**src/rtl/cp0_regs.sv**
```systemverilog
// -----------------------------------------------------------------------------
// cp0_regs : Coprocessor-0 register file and interrupt unit for the
//            multi-cycle MIPS core.
//
// Holds Count, Compare, Status, Cause and EPC. It also runs the Count/Compare
// timer, synchronises the external interrupt pins, and produces a registered
// interrupt request for the control FSM.
//
// Ports
//   clk         system clock, rising edge
//   reset       asynchronous reset, active low
//   WriteCp0    mtc0 write strobe (target selected by rd_addr)
//   WriteEPC    capture epc_in (word aligned) into EPC
//   WriteCause  exception entry: load ExcCode, set Status.EXL
//   InTcause    exception kind for WriteCause: 1 = syscall, 0 = interrupt
//   eret        exception return: clear Status.EXL
//   rd_addr     CP0 register number (Inst[15:11]), used for reads and writes
//   wdata       mtc0 write data
//   epc_in      exception PC from the ALU result
//   ext_int     asynchronous external interrupt pins (drive Cause.IP6:2)
//   rdata       mfc0 read data, combinational on rd_addr
//   epc_out     current EPC, to the PC source mux
//   int_req     registered interrupt request to the control FSM
// -----------------------------------------------------------------------------
module cp0_regs #(
  parameter int unsigned COUNT_DIV = 2,      // clock cycles per Count increment, >= 1
  parameter logic [4:0]  EXC_SYS   = 5'd8,   // ExcCode for a syscall
  parameter logic [4:0]  EXC_INT   = 5'd0    // ExcCode for an interrupt
) (
  input  logic        clk,
  input  logic        reset,
  input  logic        WriteCp0,
  input  logic        WriteEPC,
  input  logic        WriteCause,
  input  logic        InTcause,
  input  logic        eret,
  input  logic [4:0]  rd_addr,
  input  logic [31:0] wdata,
  input  logic [31:0] epc_in,
  input  logic [4:0]  ext_int,
  output logic [31:0] rdata,
  output logic [31:0] epc_out,
  output logic        int_req
);

  typedef enum logic [4:0] {
    CP0_COUNT   = 5'd9,
    CP0_COMPARE = 5'd11,
    CP0_STATUS  = 5'd12,
    CP0_CAUSE   = 5'd13,
    CP0_EPC     = 5'd14
  } cp0_addr_e;

  // The prescaler needs at least one bit even when COUNT_DIV is 1.
  localparam int unsigned    PW         = (COUNT_DIV > 1) ? $clog2(COUNT_DIV) : 1;
  localparam logic [PW-1:0]  PRESC_LAST = PW'(COUNT_DIV - 1);

  // ---------------------------------------------------------------------------
  // State
  // ---------------------------------------------------------------------------
  logic [4:0]    sync1_q, sync2_q;     // two-flop synchroniser for ext_int
  logic [PW-1:0] presc_q;
  logic [31:0]   count_q;
  logic [31:0]   compare_q;
  logic [31:0]   epc_q;
  logic [7:0]    im_q;                 // Status.IM
  logic          exl_q;                // Status.EXL
  logic          ie_q;                 // Status.IE
  logic          ip7_q;                // Cause.IP7, sticky timer interrupt
  logic [1:0]    ip_sw_q;              // Cause.IP1:0, software interrupts
  logic [4:0]    exc_code_q;           // Cause.ExcCode
  logic          int_req_q;

  // ---------------------------------------------------------------------------
  // Write decode and derived values
  // ---------------------------------------------------------------------------
  logic        wr_count, wr_compare, wr_status, wr_cause, wr_epc;
  logic        presc_wrap;
  logic        timer_match;
  logic [7:0]  ip;
  logic [31:0] status_word, cause_word;

  assign wr_count   = WriteCp0 && (rd_addr == CP0_COUNT);
  assign wr_compare = WriteCp0 && (rd_addr == CP0_COMPARE);
  assign wr_status  = WriteCp0 && (rd_addr == CP0_STATUS);
  assign wr_cause   = WriteCp0 && (rd_addr == CP0_CAUSE);
  assign wr_epc     = WriteCp0 && (rd_addr == CP0_EPC);

  assign presc_wrap  = (presc_q == PRESC_LAST);
  // Compare == 0 means the timer is disarmed.
  assign timer_match = (count_q == compare_q) && (compare_q != 32'd0);

  // IP6:2 come straight from the synchroniser output: level sensitive,
  // two cycles behind the pins.
  assign ip          = {ip7_q, sync2_q, ip_sw_q};
  assign status_word = {16'd0, im_q, 6'd0, exl_q, ie_q};
  assign cause_word  = {16'd0, ip, 1'b0, exc_code_q, 2'b00};

  // EPC is always word aligned, so the pin's low bits are never stored.
  logic unused_epc_lsbs;
  assign unused_epc_lsbs = ^epc_in[1:0];

  // ---------------------------------------------------------------------------
  // External interrupt synchroniser
  // ---------------------------------------------------------------------------
  // NOTE: every flop here uses <= so all registers update from pre-edge
  // values; blocking assignments would let later statements see new values.
  // NOTE: every register is reset (none of this is a RAM), so software
  // always sees a defined CP0 state after reset.
  always_ff @(posedge clk or negedge reset) begin
    if (!reset) begin
      sync1_q <= '0;
      sync2_q <= '0;
    end else begin
      sync1_q <= ext_int;
      sync2_q <= sync1_q;
    end
  end

  // ---------------------------------------------------------------------------
  // Count and prescaler: an mtc0 to Count restarts the prescaler phase and
  // takes precedence over the increment in the same cycle.
  // ---------------------------------------------------------------------------
  always_ff @(posedge clk or negedge reset) begin
    if (!reset) begin
      presc_q <= '0;
      count_q <= '0;
    end else if (wr_count) begin
      presc_q <= '0;
      count_q <= wdata;
    end else if (presc_wrap) begin
      presc_q <= '0;
      count_q <= count_q + 32'd1;   // wraps 0xFFFFFFFF -> 0 naturally
    end else begin
      presc_q <= presc_q + PW'(1);
    end
  end

  // ---------------------------------------------------------------------------
  // Compare and the sticky timer interrupt. Writing Compare acknowledges the
  // timer, and that acknowledge beats a match in the same cycle.
  // ---------------------------------------------------------------------------
  always_ff @(posedge clk or negedge reset) begin
    if (!reset) begin
      compare_q <= '0;
      ip7_q     <= 1'b0;
    end else begin
      if (wr_compare) begin
        compare_q <= wdata;
      end
      if (wr_compare) begin
        ip7_q <= 1'b0;
      end else if (timer_match) begin
        ip7_q <= 1'b1;
      end
    end
  end

  // ---------------------------------------------------------------------------
  // Status. EXL priority, highest first: exception entry, eret, mtc0.
  // IM and IE still take an mtc0 value during exception entry.
  // ---------------------------------------------------------------------------
  always_ff @(posedge clk or negedge reset) begin
    if (!reset) begin
      im_q  <= '0;
      ie_q  <= 1'b0;
      exl_q <= 1'b0;
    end else begin
      if (wr_status) begin
        im_q <= wdata[15:8];
        ie_q <= wdata[0];
      end
      if (WriteCause) begin
        exl_q <= 1'b1;
      end else if (eret) begin
        exl_q <= 1'b0;
      end else if (wr_status) begin
        exl_q <= wdata[1];
      end
    end
  end

  // ---------------------------------------------------------------------------
  // Cause: only the software interrupt bits are writable by mtc0; ExcCode is
  // loaded on exception entry only.
  // ---------------------------------------------------------------------------
  always_ff @(posedge clk or negedge reset) begin
    if (!reset) begin
      ip_sw_q    <= '0;
      exc_code_q <= '0;
    end else begin
      if (wr_cause) begin
        ip_sw_q <= wdata[9:8];
      end
      if (WriteCause) begin
        exc_code_q <= InTcause ? EXC_SYS : EXC_INT;
      end
    end
  end

  // ---------------------------------------------------------------------------
  // EPC: hardware capture beats an mtc0 in the same cycle.
  // ---------------------------------------------------------------------------
  always_ff @(posedge clk or negedge reset) begin
    if (!reset) begin
      epc_q <= '0;
    end else if (WriteEPC) begin
      epc_q <= {epc_in[31:2], 2'b00};
    end else if (wr_epc) begin
      epc_q <= {wdata[31:2], 2'b00};
    end
  end

  // ---------------------------------------------------------------------------
  // Interrupt request, registered from the current CP0 state. Because EXL
  // feeds it, it drops one cycle after exception entry.
  // ---------------------------------------------------------------------------
  always_ff @(posedge clk or negedge reset) begin
    if (!reset) begin
      int_req_q <= 1'b0;
    end else begin
      int_req_q <= ie_q & ~exl_q & (|(ip & im_q));
    end
  end

  // ---------------------------------------------------------------------------
  // mfc0 read mux
  // ---------------------------------------------------------------------------
  // NOTE: the default assignment ahead of the case keeps this purely
  // combinational; any path leaving rdata unassigned would infer a latch.
  always_comb begin
    rdata = '0;
    case (rd_addr)
      CP0_COUNT:   rdata = count_q;
      CP0_COMPARE: rdata = compare_q;
      CP0_STATUS:  rdata = status_word;
      CP0_CAUSE:   rdata = cause_word;
      CP0_EPC:     rdata = epc_q;
      default:     rdata = '0;
    endcase
  end

  assign epc_out = epc_q;
  assign int_req = int_req_q;

endmodule

```
**config.mk**
```make
export PLATFORM = sky130hd
export DESIGN_NAME = cp0_regs
export DESIGN_NICKNAME = d
export VERILOG_FILES = /design/src/rtl/cp0_regs.sv
export SDC_FILE = /design/constraint.sdc
export NUM_CORES = 1
export LEC_CHECK = 0
export ABC_AREA = 0
export BUFFER_PORTS_ARGS = -buffer_cell sky130_fd_sc_hd__buf_2
export CAP_MARGIN = 10
export CORE_UTILIZATION = 50
export CTS_CLUSTER_DIAMETER = 150
export DETAILED_ROUTE_END_ITERATION = 8
export PLACE_DENSITY = 0.87
export SETUP_SLACK_MARGIN = 0.2
export SYNTH_ARGS = -nofsm -noshare
export SYNTH_HDL_FRONTEND = slang
export SYNTH_SLANG_ARGS = --single-unit
```
**constraint.sdc**
```tcl
create_clock -name clk -period 1.7 [get_ports clk]
set_clock_uncertainty 0.05 [all_clocks]
set_input_delay 0.085 -clock clk [delete_from_list [all_inputs] [get_ports clk]]
set_output_delay 0.085 -clock clk [all_outputs]
set_load 0.02 [all_outputs]
```
==> reports/qor.yml <==
timing:
  rsz0062_at_grt: "true"
  fin_crit_sh_pct: 113
  report.final.setup_viol: 18
  fin_crit_ns: 1.92
  finalMaxSlewViolations: 0
  finalHoldViolCount: 0
  setup_ws_ns: -0.216
  fmax_mhz: 522
detailed_routing:
  wl_mm: 26.4
  wl_met1_mm: 9.22
  drtAntennaViolNets: 0
  vias_per_cell: 6.23
  top_layer: "met4"
  wl_per_cell_um: 23.2
  first_iter_violations: 587
  wl_met2_mm: 13.1
  first_pass_iters: 5
  routed-wl-met3_mm: 2.33
  via_count: 7076
  drc: 0
run:
  drv_cap: 0
final_layout:
  nNetsFinal: 1033
  synthToLayoutAreaGrowth_pct: 55.7
  antennaDiodeCount: 0
  final_cell_mix: "buf_2 (112), dfrtp_1 (108), buf_4 (97)"
  drive_above_1_share_pct: 43.0
  final_common_cell: "buf_2"
  fill_cells: 654
grt:
  grt_usage_pct: 33.7
  grt_pass1_wl_mm: 34.2
  grt_max_degree: 65
  grt-ovfl-total: 0
  antenna_found_initial: 0
  grt_pass1_vias: 6730
clock_network:
  clkSinkCount: 120
  path_clk_slew_ns: 0.06
  cts_max_path_buffers: 2
  root_buffer: "clkbuf_16"
  htreeDepth: 4
  cts_buffers: 17
  clk_latency_ns: 0.43
  cts_tree: "done"
logic_synthesis:
  synthCells: 644
  synthArstFlopShare_pct: 100
  synth.top_cell.area_share_pct: 45.5
  synthFlopType: "dfrtp_1"
  ys_types: 48
  yosys-top-cells-area: "dfrtp_1 (45%), mux2i_1 (11%), mux2_2 (7.5%), o21ai_0 (5.9%), xor2_1 (5.7%)"
  synth.cell_area_um2: 6610
  ys.warnings.count: 0
  seq_area_frac_synth_pct: 45.5
  synth-seq-cells: 120
  syn_avg_cell_area_um2: 10.3
  yosysTopAreaCell: "dfrtp_1"
  synth_edf_count: 0
power:
  leakage_nw: 4.93
  switching_power_mw: 3.83
  power_frac_comb_pct: 31.4
  clkPwrFrac_pct: 33.9
  swShare_pct: 33.0
  p_int_mw: 7.78
  vdd_ir_drop_max_mv: 1.02
  p_seq_share_pct: 34.7
  power.density_nw_per_um2: 1130
  power.total_mw: 11.6
floorplan:
  fp.dieH_um: 117
  die_w_um: 117
  fp-row-count: 41
  core_area_um2: 12800
  initial_core_util_pct: 51.7
  die_area_um2: 13700
  io_pins: 146
critical_path:
  crit_slowest_cell: "dfrtp_1"
  crit_required_ns: 1.96
  path_cells: "and3_2, nand4_4, buf_4, nor4_4, xnor2_1, o21ai_0"
  worst-r2r-cell-count: 6
  max_stage_delay_ns: 0.41
  crit_arrival_ns: 2.17
  critPathLaunchType: "register"
  crit_path_max_fanout: 7
  startpoint: "count_q[14]"
  cp-end-kind: "register"
  worstSetupPathType: "register to register"
  r2r-start: "count_q[14]"
outcome:
  status: "finished, violations left"
  violations: "setup timing"
placement:
  routabilityCongestion: 0.943
  io_buffers: 141
  dp_hpwl_mm: 12.8
  place_ws_ns: -0.0966
worst_hold_path:
  hold_class: "primary input to async pin"
-- repair_timing --
item,4_1_cts,5_1_grt
endpoints found under the hold margin,232,0
gates cloned,0,1
endpoints found under the setup margin,47,59
pin swaps,13,36
gates resized for setup,73,108
hold buffers,72,0
setup buffers,22,36
-- power by group through the flow --
stage	logic, mW	clock network [mW]	registers (mW)
floorplan	1.32	0	3.94
global placement	2.32	0	3.90
detailed placement	2.39	0	3.93
CTS	2.91	3.89	3.90
global route	3.81	4.07	4.06
finish	3.64	3.94	4.02
-- sequential cells by signal, indices dropped and copies added (netlist names) --
signal,count
sync2_q,5
int_req,1
im_q,8
sync1_q,5
exl_q,1
presc_q,1
count_q,32
epc_out,30
exc_code_q,1
ip7_q,1
ip_sw_q,2
compare_q,32
ie_q,1
-- critical path, delay by kind of cell (launching register included) --
family / cells / cell delay (ns)
flops: 1 / 0.41
buf+inv: 1 / 0.24
simple gates: 3 / 0.73
compound gates: 1 / 0.25
xor+xnor: 1 / 0.12
-- Yosys cell counts (all sizes together) (7+ instances only) --
library cell	number
mux2	44
nand3	11
nand2	96
mux2i	72
xor2	43
nor3	7
nor2	18
nor4	24
o21ai	89
clkbuf	22
buf	24
dfrtp	120
a21oi	10
nand4	12
xnor2	20
-- through the flow --
stage / std cells / hold WS, ns / util, % / setup TNS (ns) / instance area, um2
6_report: 1136 / 0.0409 / 80.5 / -1.46 / 10300
4_1_cts: 1099 / 0.0313 / 75.7 / 0 / 9680
3_3_place_gp: 973 / -0.0636 / 62.3 / -0.0188 / 7960
3_5_place_dp: 973 / -0.0639 / 62.3 / -0.394 / 7960
2_1_floorplan: 645 / -0.261 / - / 0 / 6720
5_1_grt: 1136 / 0.0559 / 80.5 / -2.65 / 10300
-- area by class of cell --
type	count	area, um2	share of cell area (%)
multi-input combinational	474	3720	36.1
sequential	120	3020	29.3
timing repair buffer	333	2680	26.0
clock buffer	20	467	4.54
tap	172	215	2.09
clock inverter	12	173	1.68
inverter	5	18.8	0.182
-- cells by family after synthesis --
| group | after synthesis | share of synthesized area (%) |
|---|---|---|
| other cells | 1 | 0.0568 |
| fa+ha+maj | 1 | 0.189 |
| mux | 116 | 18.4 |
| simple gates | 184 | 14.9 |
| xor+xnor | 63 | 8.35 |
| compound gates | 108 | 8.60 |
| flops | 120 | 45.5 |
| buf+inv | 51 | 3.98 |
-- final timing paths --
path | end | slack, ns
setup / recovery | count_q[26] | -0.22
hold / removal | epc_out[11] | 0.04
setup reg to reg | count_q[26] | -0.22
hold reg to reg | sync2_q[3] | 0.30
max in group asynchronous | count_q[25] | 0.86
min in group clk | epc_out[6] | 0.08
-- metal layers --
| metal | vias to the layer above | track usage [%] |
|---|---|---|
| met5 | - | 0 |
| met4 | 0 | 18.2 |
| met3 | 165 | 7.83 |
| met2 | 574 | 59.1 |
| met1 | 3445 | 38.2 |
| li1 | 2892 | - |
Power figures use the tool's default switching activity.
